File: src/rtl/alu_sched_pkg.sv
// Shared types and constants for the two-requester ALU scheduler.
// Holds the FSM state enum, ALU control codes and perf counter width.
package alu_sched_pkg;

   typedef enum logic [1:0] {
      IDLE = 2'd0,
      EXEC = 2'd1,
      RESP = 2'd2
   } state_t;

   localparam logic [2:0] ALU_ADD = 3'b000;
   localparam logic [2:0] ALU_SUB = 3'b001;
   localparam logic [2:0] ALU_AND = 3'b010;
   localparam logic [2:0] ALU_OR  = 3'b011;
   localparam logic [2:0] ALU_SLT = 3'b101;

   localparam int PERF_CNT_W = 16;

endpackage

File: src/rtl/alu_sched_rr_arb2.sv
// Two-way round-robin picker: one-hot grant, favouring the requester
// that was not granted last. Ports: valid[1:0], last in; grant[1:0], any out.
module rr_arb2 (
   input  logic [1:0] valid,
   input  logic       last,
   output logic [1:0] grant,
   output logic       any
);

   always_comb begin
      grant = 2'b00;
      any   = |valid;
      if (valid == 2'b11)
         grant = last ? 2'b01 : 2'b10;
      else
         grant = valid;
   end

endmodule

File: src/rtl/alu_sched.sv
// Shares one combinational ALU between two requesters: round-robin
// accept, registered ALU operands, captured result returned via a
// valid/ready response. Ports: req_* in, alu_* to/from ALU, rsp_* out.
// Macro ALU_SCHED_PERF_EN adds saturating per-requester accept counters
// on perf_cnt0/perf_cnt1.
module alu_sched
   import alu_sched_pkg::*;
#(
   parameter int DATA_WIDTH = 32,
   parameter int CTRL_WIDTH = 3
) (
   input  logic                  clk,
   input  logic                  rst_n,
   input  logic [1:0]            req_valid,
   output logic [1:0]            req_ready,
   input  logic [DATA_WIDTH-1:0] req0_op1,
   input  logic [DATA_WIDTH-1:0] req0_op2,
   input  logic [CTRL_WIDTH-1:0] req0_ctrl,
   input  logic [DATA_WIDTH-1:0] req1_op1,
   input  logic [DATA_WIDTH-1:0] req1_op2,
   input  logic [CTRL_WIDTH-1:0] req1_ctrl,
   output logic [DATA_WIDTH-1:0] alu_op1,
   output logic [DATA_WIDTH-1:0] alu_op2,
   output logic [CTRL_WIDTH-1:0] alu_ctrl,
   input  logic [DATA_WIDTH-1:0] alu_out,
   input  logic                  alu_eq,
   output logic                  rsp_valid,
   input  logic                  rsp_ready,
   output logic                  rsp_id,
   output logic [DATA_WIDTH-1:0] rsp_result,
   output logic                  rsp_eq
`ifdef ALU_SCHED_PERF_EN
   ,
   output logic [PERF_CNT_W-1:0] perf_cnt0,
   output logic [PERF_CNT_W-1:0] perf_cnt1
`endif
);

   state_t                state;
   state_t                state_nxt;
   logic [DATA_WIDTH-1:0] op1_q;
   logic [DATA_WIDTH-1:0] op2_q;
   logic [CTRL_WIDTH-1:0] ctrl_q;
   logic                  id_q;
   logic                  last_q;
   logic [DATA_WIDTH-1:0] res_q;
   logic                  eq_q;
   logic [1:0]            grant;
   logic                  any;
   logic                  accept;

   rr_arb2 u_arb (
      .valid (req_valid),
      .last  (last_q),
      .grant (grant),
      .any   (any)
   );

   assign accept     = (state == IDLE) && any;
   assign req_ready  = (state == IDLE) ? grant : 2'b00;
   assign alu_op1    = op1_q;
   assign alu_op2    = op2_q;
   assign alu_ctrl   = ctrl_q;
   assign rsp_valid  = (state == RESP);
   assign rsp_id     = id_q;
   assign rsp_result = res_q;
   assign rsp_eq     = eq_q;

   always_comb begin
      state_nxt = state;
      unique case (state)
         IDLE:    if (any) state_nxt = EXEC;
         EXEC:    state_nxt = RESP;
         RESP:    if (rsp_ready) state_nxt = IDLE;
         default: state_nxt = IDLE;
      endcase
   end

   always_ff @(posedge clk or negedge rst_n) begin
      if (!rst_n) begin
         state  <= IDLE;
         op1_q  <= '0;
         op2_q  <= '0;
         ctrl_q <= '0;
         id_q   <= 1'b0;
         last_q <= 1'b1;
         res_q  <= '0;
         eq_q   <= 1'b0;
      end else begin
         state <= state_nxt;
         if (accept) begin
            op1_q  <= grant[1] ? req1_op1  : req0_op1;
            op2_q  <= grant[1] ? req1_op2  : req0_op2;
            ctrl_q <= grant[1] ? req1_ctrl : req0_ctrl;
            id_q   <= grant[1];
            last_q <= grant[1];
         end
         if (state == EXEC) begin
            res_q <= alu_out;
            eq_q  <= alu_eq;
         end
      end
   end

`ifdef ALU_SCHED_PERF_EN
   always_ff @(posedge clk or negedge rst_n) begin
      if (!rst_n) begin
         perf_cnt0 <= '0;
         perf_cnt1 <= '0;
      end else begin
         if (accept && grant[0] && perf_cnt0 != '1)
            perf_cnt0 <= perf_cnt0 + 1'b1;
         if (accept && grant[1] && perf_cnt1 != '1)
            perf_cnt1 <= perf_cnt1 + 1'b1;
      end
   end
`else
   // no performance counters in this build
`endif

endmodule

File: config.mk
export PLATFORM = sky130hd
export DESIGN_NAME = alu_sched
export DESIGN_NICKNAME = d
export VERILOG_FILES = /design/src/rtl/alu_sched_pkg.sv /design/src/rtl/alu_sched_rr_arb2.sv /design/src/rtl/alu_sched.sv
export SDC_FILE = /design/constraint.sdc
export NUM_CORES = 1
export LEC_CHECK = 0
export CORE_MARGIN = 2
export CORE_UTILIZATION = 42
export DETAILED_ROUTE_END_ITERATION = 10
export GPL_ROUTABILITY_DRIVEN = 0
export GPL_TIMING_DRIVEN = 0
export PLACE_DENSITY = 0.87
export SETUP_SLACK_MARGIN = 0.05
export SYNTH_ARGS = -nofsm -noshare
export SYNTH_HDL_FRONTEND = slang
export SYNTH_SLANG_ARGS = --single-unit
File: constraint.sdc
create_clock -name clk -period 3.8 [get_ports clk]
set_clock_uncertainty 0.15 [all_clocks]
set_input_delay 0.76 -clock clk [delete_from_list [all_inputs] [get_ports clk]]
set_output_delay 0.76 -clock clk [all_outputs]
set_load 0.01 [all_outputs]
**Word-level counts from Yosys, hierarchy flattened**

Index checks and enable logic that the tools add are counted.
Widths: inputs -> output; s select.

- Flip-flop bits (word level): 104
- Bits of input ports: 172
- Word-level logic and storage cells: 26

- Equality and inequality tests: 5
- Mux-type cells: 9
- Reductions and logical operators: 4

Operator list:

| kind | number |
|---|---|
| $mux 32 | 2 |
| $mux 2 | 5 |
| $pmux 2 s3 | 1 |
| $eq 2x2->1 const B | 2 |
| $mux 3 | 1 |
| $eq 2x1->1 const B | 1 |
| $logic_not 2->1 | 1 |
| $ne 2x1->1 const B | 1 |
| $ne 2x2->1 const B | 1 |
| $reduce_and 2->1 | 1 |
| $reduce_or 2->1 | 1 |
| $logic_and 1x1->1 | 1 |

**Logic depth before layout (Yosys ltp)**

- Word-level depth: 3
- Gate-level depth with buffers: 6

**Modules after synthesis**

Synthesis repeated with hierarchy kept, for this count alone.

- Cells, all modules: 303
- Area, all modules: 4752.1 sq um

Modules (own cells, without submodules):

| module | instances | cells an instance | area an instance (sq um) |
|---|---|---|---|
| alu_sched | 1 | 299 | 4727.0 |
| rr_arb2 | 1 | 4 | 25.0 |

**Worst setup path after synthesis**

Ideal clock, no wire load.

- Path type: in2out
- Start: input req_valid[1]
- End: output req_ready[1]
- Arrival time: 1639 ps
- Required time: 2890 ps
- Slack: 1251 ps
- Stages on the path: 5
- Path buffers: 3
- Path through: a21bo_1 -> buf_6 -> buf_6 -> buf_6 -> nor3_1

- Word-level cells in the longest chain between the ends: 3

RTL lines:

| what | RTL line | text |
|---|---|---|
| from (decl) | alu_sched.sv:14 | `input logic [1:0] req_valid,` |
| $eq 2x2->1 | alu_sched_rr_arb2.sv:13 | `if (valid == 2'b11)` |
| $mux 2 * | alu_sched_rr_arb2.sv:13 |  |
| $mux 2 * | alu_sched.sv:60 | `assign req_ready = (state == IDLE) ? grant : 2'b00;` |
| to (decl) | alu_sched.sv:15 | `output logic [1:0] req_ready,` |

Mark *: on every way between the ends. The rest lies on a longest branch, timed or not.

**Final worst setup path**

Same ends and word-level chain as after synthesis.

==> impl_metrics.py <==
metrics = {
    "route": {
        "routed_wl_mm": 13.49,
        "via_per_inst": 4.908,
        "wire_per_inst_microns": 18.23,
        "drtIter0Drc": 74,
        "drc_errors": 0,
        "firstDrtPassIters": 4,
        "vias": 3632,
        "ant_nets": 0,
    },
    "timing": {
        "period_share": 0.9495,
        "tightestPinTransition_ps": 690.0,
        "slew_headroom": 0.5400,
        "setup_slack_ps": 191.8,
        "hold_viol_final": 0,
        "layout_min_cycle_time_ps": 3608,
        "final-setup-viol-count": 0,
        "slew_viol_final": 0,
        "max_freq_mhz": 277.1,
        "rsz0062_at_grt": "no",
    },
    "power_and_ir_drop": {
        "power_frac_clock": 0.144,
        "combPwrFrac": 0.522,
        "power_mw": 5.999,
        "power.switching_mw": 1.829,
        "p_int_mw": 4.169,
        "vdd_drop_max_mv": 0.5361,
        "leakage_nw": 3.386,
        "netSwitchingFraction": 0.3050,
        "seqPwrFrac": 0.333,
        "p_per_area_mw_per_mm2": 743.4,
    },
    "grt": {
        "grt_max_degree": 54,
        "grt-ovfl-total": 0,
        "grt_pass1_wl_mm": 21.51,
        "grt_antenna_before_repair": 0,
        "grt_pass1_vias": 4084,
        "grt.total_usage": 0.2236,
    },
    "synthesis": {
        "postSynthAreaPerCell_sq_um": 15.85,
        "ys_top_cells_by_area": "dfrtp_1 (53%), mux2_2 (30%), mux2_4 (12%), buf_2 (1.4%), buf_6 (0.93%)",
        "synthesis.area_sq_mm": 0.004835,
        "synthCells": 305,
        "yosysTopAreaCell": "dfrtp_1",
        "synth-seq-cells": 104,
        "syn-num-nets": 477,
        "ys_types": 19,
        "seq_area_frac_synth": 0.5386,
        "yosysWarnings": 0,
        "yosysTopAreaCellShare": 0.5331,
    },
    "layout": {
        "nets": 764,
        "final_common_cell": "clkdlybuf4s50_1",
        "layout-drive-gt1-share": 0.3400,
        "layout_common_cells": "clkdlybuf4s50_1 (274), mux2_2 (129), dfrtp_1 (103)",
        "diodes": 0,
        "areaGrowthSynthToFinish_pct": 66.90,
    },
    "cts": {
        "cts_buffer_depth": 2,
        "cts_tree": "done",
        "cts_resized": 0,
        "cts-root-buf": "clkbuf_16",
        "postCtsHoldBufs": 0,
        "post_cts_buffers": 0,
        "htreeDepth": 3,
        "cts.sinks": 104,
        "cts.clk_slew.worst_paths_ps": 60,
        "clock_latency_ps": 340,
        "cts_buffers": 9,
    },
    "hold_path": {
        "min_path_type": "in -> async",
    },
    "die": {
        "start_util": 0.4271,
        "die-height_microns": 111.3,
        "die_x_microns": 111.3,
        "core_area_sq_mm": 0.01132,
        "num_rows": 39,
        "ioPinCount": 276,
        "dieArea_sq_mm": 0.01239,
    },
    "placed_design": {
        "preCtsSetupSlack_ps": 209.3,
        "port_buffers": 275,
        "place_hpwl_mm": 10.74,
    },
    "run": {
        "max-cap-violations": 0,
    },
    "critical_path": {
        "r2r_slack_ps": 1760,
        "crit_path_start_kind": "primary input",
        "cp-end-kind": "output port",
        "cp.arrival_ps": 2700,
        "crit_fanout": 10,
        "worstSetupPathType": "in -> out",
        "worstPathRequired_ps": 2890,
    },
    "outcome": {
        "status": "finished clean",
    },
}
## logic make-up after synthesis
group                  count (synthesis)  synth area share
and+or+nand+nor                        7          0.007246
AOI/OAI and AO/OA                      5          0.008023
muxes                                167            0.4185
buffers and inverters                 22           0.02769
DFF                                  104            0.5386
## worst paths after layout
path                               startpoint  cells after the start       endpoint
worst max-delay path             req_valid[1]                      7   req_ready[1]
min in group clk                rsp_result[7]                      1  rsp_result[7]
worst min register to register  rsp_result[7]                      1  rsp_result[7]
max in group asynchronous               rst_n                      2    alu_op2[13]
worst min-delay path                    rst_n                      1  rsp_result[5]
worst max register to register       state[1]                      6     alu_op1[0]
## cell type report
type	instances	area, sq um
fillers	740	3252
repair buffers	276	2778
flip-flops and latches	104	2604
multi-input cells	179	2097
clock buffers	13	260.3
well taps	143	178.9
plain buffers	20	126.4
clock inverters	3	17.52
inverters	2	7.507
## metal layers
metal | wire length (microns) | vias up | track usage
met2 | 7143 | 178 | 0.4089
met3 | 1287 | 28 | 0.08584
met5 | 0 | - | 0
met4 | 346 | 0 | 0.09136
li1 | - | 1660 | -
met1 | 4716 | 1766 | 0.2273
## cell usage after synthesis (all sizes together)
cell / count
o21a: 1
nand2b: 2
nor3: 1
a21bo: 1
nor2: 2
clkbuf: 1
nor2b: 1
dfstp: 1
inv: 2
o21ai: 1
buf: 19
a22o: 1
nand2: 1
dfrtp: 103
mux2: 167
o21bai: 1
## power by group through the flow
stage | combinational [mW] | sequential, mW | clock (mW)
3_3_place_gp | 3.09 | 1.97 | 0
4_1_cts | 3.18 | 2.00 | 0.887
5_1_grt | 3.33 | 2.07 | 0.932
2_1_floorplan | 1.26 | 2.25 | 0
6_report | 3.13 | 2.00 | 0.865
3_5_place_dp | 3.16 | 2.01 | 0
## worst max-delay path: stages
cell,delay [ps]
clkdlybuf4s50_1,490
a21bo_1,210
buf_6,130
buf_6,140
buf_6,160
nor3_1,190
clkdlybuf4s50_1,610
## state kept, by name, indices dropped and copies added (netlist names)
register	flops
rsp_result	32
alu_op1	32
alu_op2	32
rsp_id	1
state	2
last_q	1
alu_ctrl	3
rsp_eq	1
## per-stage QoR
step	cells	hold WS (ps)	TNS, ps	util	area (sq um)
6_report	740	305.6	0	0.7128	8069
5_1_grt	740	357.8	0	0.7128	8069
4_1_cts	740	320.6	0	0.7128	8069
3_5_place_dp	724	342.7	0	0.6882	7791
3_3_place_gp	723	337.0	-197850	0.6860	7766
2_1_floorplan	305	314.4	0	-	4835
Power figures use the tool's default switching activity.
